File: src/rtl/iq_demod_multi.sv
// Multi-channel I/Q lock-in demodulator: shared I/Q reference products per
// channel, saturating window accumulation, valid/ready result delivery.
module iq_demod_multi #(
    parameter int unsigned NUM_CH = 2,
    parameter int unsigned SIG_W  = 12,
    parameter int unsigned REF_W  = 8,
    parameter int unsigned ACC_W  = 40,
    parameter int unsigned CNT_W  = 24
) (
    input  logic                    clk,
    input  logic                    reset,
    input  logic                    enable,
    input  logic                    mode,
    input  logic [CNT_W-1:0]        win_len,
    input  logic                    trigger,
    input  logic                    in_valid,
    input  logic [NUM_CH*SIG_W-1:0] signal,
    input  logic [REF_W-1:0]        ref_i,
    input  logic [REF_W-1:0]        ref_q,
    output logic [NUM_CH*ACC_W-1:0] i_out,
    output logic [NUM_CH*ACC_W-1:0] q_out,
    output logic [CNT_W-1:0]        count_out,
    output logic [NUM_CH-1:0]       sat_out,
    output logic                    out_valid,
    input  logic                    out_ready,
    output logic                    overrun
);
    localparam int unsigned PROD_W = SIG_W + REF_W;
    localparam int unsigned SUM_W  = ACC_W + 1;
    localparam logic [ACC_W-1:0] ACC_MAX = {1'b0, {(ACC_W-1){1'b1}}};
    localparam logic [ACC_W-1:0] ACC_MIN = {1'b1, {(ACC_W-1){1'b0}}};

    typedef enum logic {IDLE = 1'b0, ACCUM = 1'b1} state_t;

    state_t state;
    state_t state_next;
    logic   start_c;
    logic   run_c;
    logic   last_c;
    logic   trigger_d;
    logic   trig_rise;

    logic [CNT_W-1:0] win_len_eff;
    logic [CNT_W-1:0] win_len_lat;
    logic [CNT_W-1:0] sample_cnt;

    logic [NUM_CH-1:0][PROD_W-1:0] prod_i;
    logic [NUM_CH-1:0][PROD_W-1:0] prod_q;
    logic                          p_valid;
    logic                          p_last;

    logic [NUM_CH-1:0][ACC_W-1:0] acc_i;
    logic [NUM_CH-1:0][ACC_W-1:0] acc_q;
    logic [NUM_CH-1:0][ACC_W-1:0] sum_i_c;
    logic [NUM_CH-1:0][ACC_W-1:0] sum_q_c;
    logic [NUM_CH-1:0]            clamp_c;
    logic [NUM_CH-1:0]            sat_acc;
    logic [CNT_W-1:0]             win_cnt;
    logic [ACC_W:0]               res_i;
    logic [ACC_W:0]               res_q;

    // Saturating add; returns {clamped, value}
    function automatic logic [ACC_W:0] add_sat(input logic [ACC_W-1:0] a,
                                               input logic [PROD_W-1:0] p,
                                               input logic add);
        logic signed [SUM_W-1:0] s;
        logic [ACC_W-1:0]        v;
        s = $signed({a[ACC_W-1], a}) + (add ? SUM_W'($signed(p)) : SUM_W'(0));
        if (s[ACC_W] != s[ACC_W-1]) v = s[ACC_W] ? ACC_MIN : ACC_MAX;
        else                        v = s[ACC_W-1:0];
        return {s[ACC_W] ^ s[ACC_W-1], v};
    endfunction

    assign trig_rise   = trigger & ~trigger_d;
    assign win_len_eff = (win_len == '0) ? CNT_W'(1) : win_len;
    assign last_c      = run_c & (mode ? (in_valid && (sample_cnt == win_len_lat - CNT_W'(1)))
                                       : trig_rise);

    // State register
    always_ff @(posedge clk or negedge reset) begin
        if (!reset) state <= IDLE;
        else        state <= state_next;
    end

    // Next-state: disable always returns to IDLE
    always_comb begin
        state_next = state;
        if (!enable) begin
            state_next = IDLE;
        end else begin
            case (state)
                IDLE:    if (mode || trig_rise) state_next = ACCUM;
                ACCUM:   state_next = ACCUM;
                default: state_next = IDLE;
            endcase
        end
    end

    // FSM decode: window start and accumulate qualifiers
    always_comb begin
        start_c = 1'b0;
        run_c   = 1'b0;
        if (enable) begin
            case (state)
                IDLE:    start_c = (state_next == ACCUM);
                ACCUM:   run_c   = 1'b1;
                default: ;
            endcase
        end
    end

    // Stage 1: trigger delay, products, window-close detection
    always_ff @(posedge clk or negedge reset) begin
        if (!reset) begin
            trigger_d   <= 1'b0;
            prod_i      <= '0;
            prod_q      <= '0;
            p_valid     <= 1'b0;
            p_last      <= 1'b0;
            sample_cnt  <= '0;
            win_len_lat <= '0;
        end else begin
            trigger_d <= trigger;
            if (!enable) begin
                prod_i      <= '0;
                prod_q      <= '0;
                p_valid     <= 1'b0;
                p_last      <= 1'b0;
                sample_cnt  <= '0;
                win_len_lat <= '0;
            end else begin
                p_valid <= run_c & in_valid;
                p_last  <= last_c;
                if (run_c && in_valid) begin
                    for (int c = 0; c < int'(NUM_CH); c++) begin
                        prod_i[c] <= PROD_W'($signed(signal[c*SIG_W +: SIG_W])) * PROD_W'($signed(ref_i));
                        prod_q[c] <= PROD_W'($signed(signal[c*SIG_W +: SIG_W])) * PROD_W'($signed(ref_q));
                    end
                end
                if (start_c && mode) begin
                    sample_cnt  <= '0;
                    win_len_lat <= win_len_eff;
                end else if (run_c && mode && in_valid) begin
                    if (last_c) begin
                        sample_cnt  <= '0;
                        win_len_lat <= win_len_eff;
                    end else begin
                        sample_cnt <= sample_cnt + CNT_W'(1);
                    end
                end
            end
        end
    end

    // Stage 2 adder with clamp per channel
    always_comb begin
        sum_i_c = '0;
        sum_q_c = '0;
        clamp_c = '0;
        res_i   = '0;
        res_q   = '0;
        for (int c = 0; c < int'(NUM_CH); c++) begin
            res_i      = add_sat(acc_i[c], prod_i[c], p_valid);
            res_q      = add_sat(acc_q[c], prod_q[c], p_valid);
            sum_i_c[c] = res_i[ACC_W-1:0];
            sum_q_c[c] = res_q[ACC_W-1:0];
            clamp_c[c] = res_i[ACC_W] | res_q[ACC_W];
        end
    end

    // Stage 2: accumulate, dump on window close, output handshake
    always_ff @(posedge clk or negedge reset) begin
        if (!reset) begin
            acc_i     <= '0;
            acc_q     <= '0;
            sat_acc   <= '0;
            win_cnt   <= '0;
            i_out     <= '0;
            q_out     <= '0;
            count_out <= '0;
            sat_out   <= '0;
            out_valid <= 1'b0;
            overrun   <= 1'b0;
        end else if (!enable) begin
            acc_i   <= '0;
            acc_q   <= '0;
            sat_acc <= '0;
            win_cnt <= '0;
            overrun <= 1'b0;
            // a pending result can still be taken while disabled
            if (out_ready) out_valid <= 1'b0;
        end else if (p_last) begin
            i_out     <= sum_i_c;
            q_out     <= sum_q_c;
            count_out <= win_cnt + CNT_W'(p_valid);
            sat_out   <= sat_acc | clamp_c;
            out_valid <= 1'b1;
            if (out_valid && !out_ready) overrun <= 1'b1;
            acc_i     <= '0;
            acc_q     <= '0;
            sat_acc   <= '0;
            win_cnt   <= '0;
        end else begin
            acc_i   <= sum_i_c;
            acc_q   <= sum_q_c;
            sat_acc <= sat_acc | clamp_c;
            win_cnt <= win_cnt + CNT_W'(p_valid);
            if (out_ready) out_valid <= 1'b0;
        end
    end

endmodule
File: config.mk
export PLATFORM = sky130hd
export DESIGN_NAME = iq_demod_multi
export DESIGN_NICKNAME = d
export VERILOG_FILES = /design/src/rtl/iq_demod_multi.sv
export SDC_FILE = /design/constraint.sdc
export NUM_CORES = 2
export LEC_CHECK = 0
export ABC_CLOCK_PERIOD_IN_PS = 8000
export CAP_MARGIN = 20
export CELL_PAD_IN_SITES_DETAIL_PLACEMENT = 1
export CELL_PAD_IN_SITES_GLOBAL_PLACEMENT = 1
export CORE_MARGIN = 5
export CORE_UTILIZATION = 51
export DETAILED_ROUTE_END_ITERATION = 8
export HOLD_SLACK_MARGIN = 0.1
export PLACE_DENSITY = 0.89
export SLEW_MARGIN = 20
export SYNTH_ARGS = -nofsm -noshare
export SYNTH_HDL_FRONTEND = slang
export SYNTH_SLANG_ARGS = --single-unit
File: constraint.sdc
create_clock -name clk -period 8 [get_ports clk]
set_clock_uncertainty 0.2 [all_clocks]
set_input_delay 0.8 -clock clk [delete_from_list [all_inputs] [get_ports clk]]
set_output_delay 0.8 -clock clk [all_outputs]
set_load 0.005 [all_outputs]
==> results.txt <==
Setup repair after global routing left no endpoint under its margin. The setup path with the least slack is of type in -> reg. STA puts the critical path data required time at 8340 ps. The startpoint of the worst register-to-register path was p_valid$_DFF_PN0_. The logs give 4,865 for the number of standard cells after synthesis and 0 ps for the final setup TNS. For the max-cap violation count, the log shows 0.

At the placement stage, the worst setup path has a slack of 817 ps. The maximum ir drop on the vdd rail is 148 uV, and the mean routed wirelength per cell is 21.6 um. The first global-routing pass estimated 213 mm of wire. The final hold violation count is 0.

The tools report the data arrival time at the worst-slack endpoint as 7010 ps. A synthesized cell averages 8.76 um2. The total routed wirelength came out at 132 mm.

Placeable core region: 83,300 um2. The tools report the clock latency reported for the late side of the worst-skew pair as 630 ps. Once detail routing completed, the nets flagged for antenna violations numbered 0. The peak fanout along the critical path works out to 24.

The wire-length estimate of the detail-placed layout is 98.1 mm. Overall die area: 89,500 um2. Detailed-route DRC error count: 0. The tools report the headroom to the max-slew limit as 18.5%.

The die is 299 um tall. The flow ran to the end, and the final reports show no timing, DRC or antenna violations. The synthesized netlist devotes 18.7% of its cell area to simple gates. The xor and xnor fraction of the mapped netlist area works out to 5.46%. The tools report the startpoint of the worst hold path as sat_out[1]$_DFFE_PN0P_.

The tools report the final non-filler cell total as 6,098. The number of global-route vias before repair was 39,465; the number of rows created at floorplan was 106. The logs give 36,166 for the routed via count and 12,300 uW for the sum of internal, switching and leakage power. For the overall track demand over capacity in global routing, the log shows 29.1%. Number of ports placed on the die boundary: 259.

Yosys synthesis warning count: 0. Of all cell types, the one taking the most synthesized area is dfrtp_1. Fraction of post-synthesis cell area in the top cell type by area: 29.7%.

The run gives 0 as the number of instances resized during post-cts repair. After synthesis, the largest family of logic cells by area is adder cells. TritonCTS built the clock tree. Setup violations remaining at the end of the flow were counted as 0. The synthesized netlist devotes 15.1% of its cell area to compound gates. The final clock period utilization by the worst path was 83.5%; the adder and majority gate portion of the synthesized area was 24.3%. The clock slew seen by the registers of the worst setup and hold paths is 60 ps. First element of the critical path: ref_i[2]. Net switching is 42.4% of the power. The width of the die is 299 um.

Sorting the synthesized cells by area gives the leading types as dfrtp_1 (30%), fa_1 (15%), ha_1 (9.3%), and2_1 (4.8%), nand2_1 (4.7%). The combinational share of power is 51.5%. Counting along the longest clock path gives a buffer depth of 3. In the final design database the tool counted 5,681 nets. Iteration count of the initial detailed-routing pass: 5.

Dividing the detail-routed via count by the number of cells gives 5.93. The run gives 250 as the pin count of the biggest net entering global routing. Measured on the finished design, the core utilization comes to 57.4%. The starting DRC count in detailed routing is 2,220, and the relative contribution of the clock network to total power is 21.4%.

The worst setup path is launched from a primary input. The multiplexer share of the synthesized area is 0.514%. For the pin with the worst max-slew slack, the measured transition is 1220 ps.

The fraction of the yosys area taken by sequential cells came out at 29.7%. The synthesized design contains 506 register bits. For this configuration, the core starts out at a cell density of 51.2%.

The proportion of layout cells with a drive suffix above 1 came out at 3.31%. Summed over all nets, the switching power comes to 5200 uW. In this run the number of H-tree levels came out at 2.

The final weighted congestion in routability-driven placement came out at 0.906. The time the worst path needs with I/O delays and setup was 6680 ps; the number of I/O port buffers was 258. The tools report the count of pins over their slew limit as 0.

The worst min-delay path class was reg -> reg. Total CTS buffers: 55. The worst path meets setup with 1320 ps of slack. The number of antenna violations at the first check in global routing was 5; the power density of the placed cells was 257 nW/um2.

Sequential cells account for 27.1% of the total power. For this design the static power due to leakage is 0.0232 uW. The most common cell after layout, fill and taps aside was nand2_1. Static timing analysis puts the maximum clock frequency at 150 MHz.

The run gives 86 as the distinct cell type count after synthesis. The most used flip-flop cell after synthesis is dfrtp_1. The tools report the number of sinks handled by clock tree synthesis as 506. Summed over all layers, the global routing overflow is 0. Compared with the post-synthesis result, the final layout area differs by 12.2%. The total instance count after detailed placement is 5,996, and the number of synthesized flops with an enable pin is 0. The internal portion of the total power is 7080 uW. The root buffer cell chosen for the clock tree is clkbuf_16. In the synthesized netlist the async set-or-reset flop fraction comes to 100%. STA classifies the critical path endpoint as a register. The net count after synthesis was 5,572. The top cell types in the final layout, fill and taps aside, are nand2_1 (529), dfrtp_1 (505), inv_1 (468), o21ai_0 (368), nor2_1 (349). Cell area after synthesis: 42,600 um2.
logic make-up after synthesis:
family,Yosys count
compound gates,1081
mux,21
xor+xnor,266
buf+inv,708
flops,506
simple gates,1647
fa+ha+maj,636
sequential cells by signal, indices dropped and copies added (netlist names), 2 cells and up:
| name | cells |
|---|---|
| acc_i | 80 |
| acc_q | 80 |
| i_out | 80 |
| q_out | 80 |
| prod_i | 40 |
| prod_q | 40 |
| count_out | 24 |
| sample_cnt | 24 |
| win_cnt | 24 |
| win_len_lat | 24 |
| sat_acc | 2 |
| sat_out | 2 |
synthesized netlist by cell type, drive strengths merged (94+ instances only):
cell and n:
nand2 530, dfrtp 506, inv 468, o21ai 391, nor2 351, and2 326, a21oi 324, fa 320
ha 316, clkbuf 221, xnor2 172, nand3 155, a21o 100, xor2 94
metal layers:
layer  wire length [um]  vias to the layer above  part of all wire [%]  GRT usage, %
met5                 21                        -                 0.016             0
met4               4930                        4                   3.7          9.68
met3               7270                      301                   5.5          4.29
met2              64000                      977                    49          49.8
met1              55400                    18461                    42          38.0
li1                   -                    16423                     -             -
worst max-delay path, stage by stage:
cell,delay [ps]
clkdlybuf4s50_1,1270
nand2_1,230
fa_1,580
fa_1,570
inv_1,80
fa_1,510
inv_1,60
fa_1,470
inv_1,40
ha_1,340
a21oi_1,110
o21ai_0,320
a41oi_1,200
a211oi_1,560
and2_1,260
o21ai_0,100
a221oi_1,310
a22o_1,190
final cells by class:
class / instances / area (um2)
Antenna cell: 1 / 2.50
Clock inverter: 27 / 307
Timing Repair Buffer: 290 / 2870
Fill cell: 9694 / 35500
Sequential cell: 506 / 12700
Tap cell: 1080 / 1350
Multi-Input combinational cell: 3651 / 27300
Clock buffer: 73 / 1520
Inverter: 470 / 1760
timing repair:
item,in CTS,in global routing
hold endpoints to repair,91,0
buffers inserted,0,0
hold buffers,1,0
final timing paths:
| kind | endpoint | slack (ps) | cells past startpoint |
|---|---|---|---|
| worst max-delay path | prod_i[37]$_DFFE_PN0P_ | 1320 | 18 |
| worst min-delay path | sat_out[1]$_DFFE_PN0P_ | 280 | 2 |
| worst max register to register | q_out[19]$_DFFE_PN0P_ | 1370 | 18 |
| worst min register to register | sat_out[1]$_DFFE_PN0P_ | 280 | 2 |
| max in group asynchronous | i_out[1]$_DFFE_PN0P_ | 5490 | 3 |
| min in group asynchronous | q_out[24]$_DFFE_PN0P_ | 590 | 2 |
through the flow:
step	cell area, um2	hold slack [ps]
3_5_place_dp	46000	270
6_report	47800	277
5_1_grt	47800	312
3_3_place_gp	46000	259
4_1_cts	47800	284
2_1_floorplan	42600	242
power by group through the flow:
stage          registers [uW]  clock network [uW]  logic (uW)
6_report                 3330                2630        6320
5_1_grt                  3370                2790        7010
4_1_cts                  3330                2670        6270
3_5_place_dp             3360                   0        6200
3_3_place_gp             3340                   0        5750
2_1_floorplan            3260                   0        4110
(Power assumes the default switching activity.)
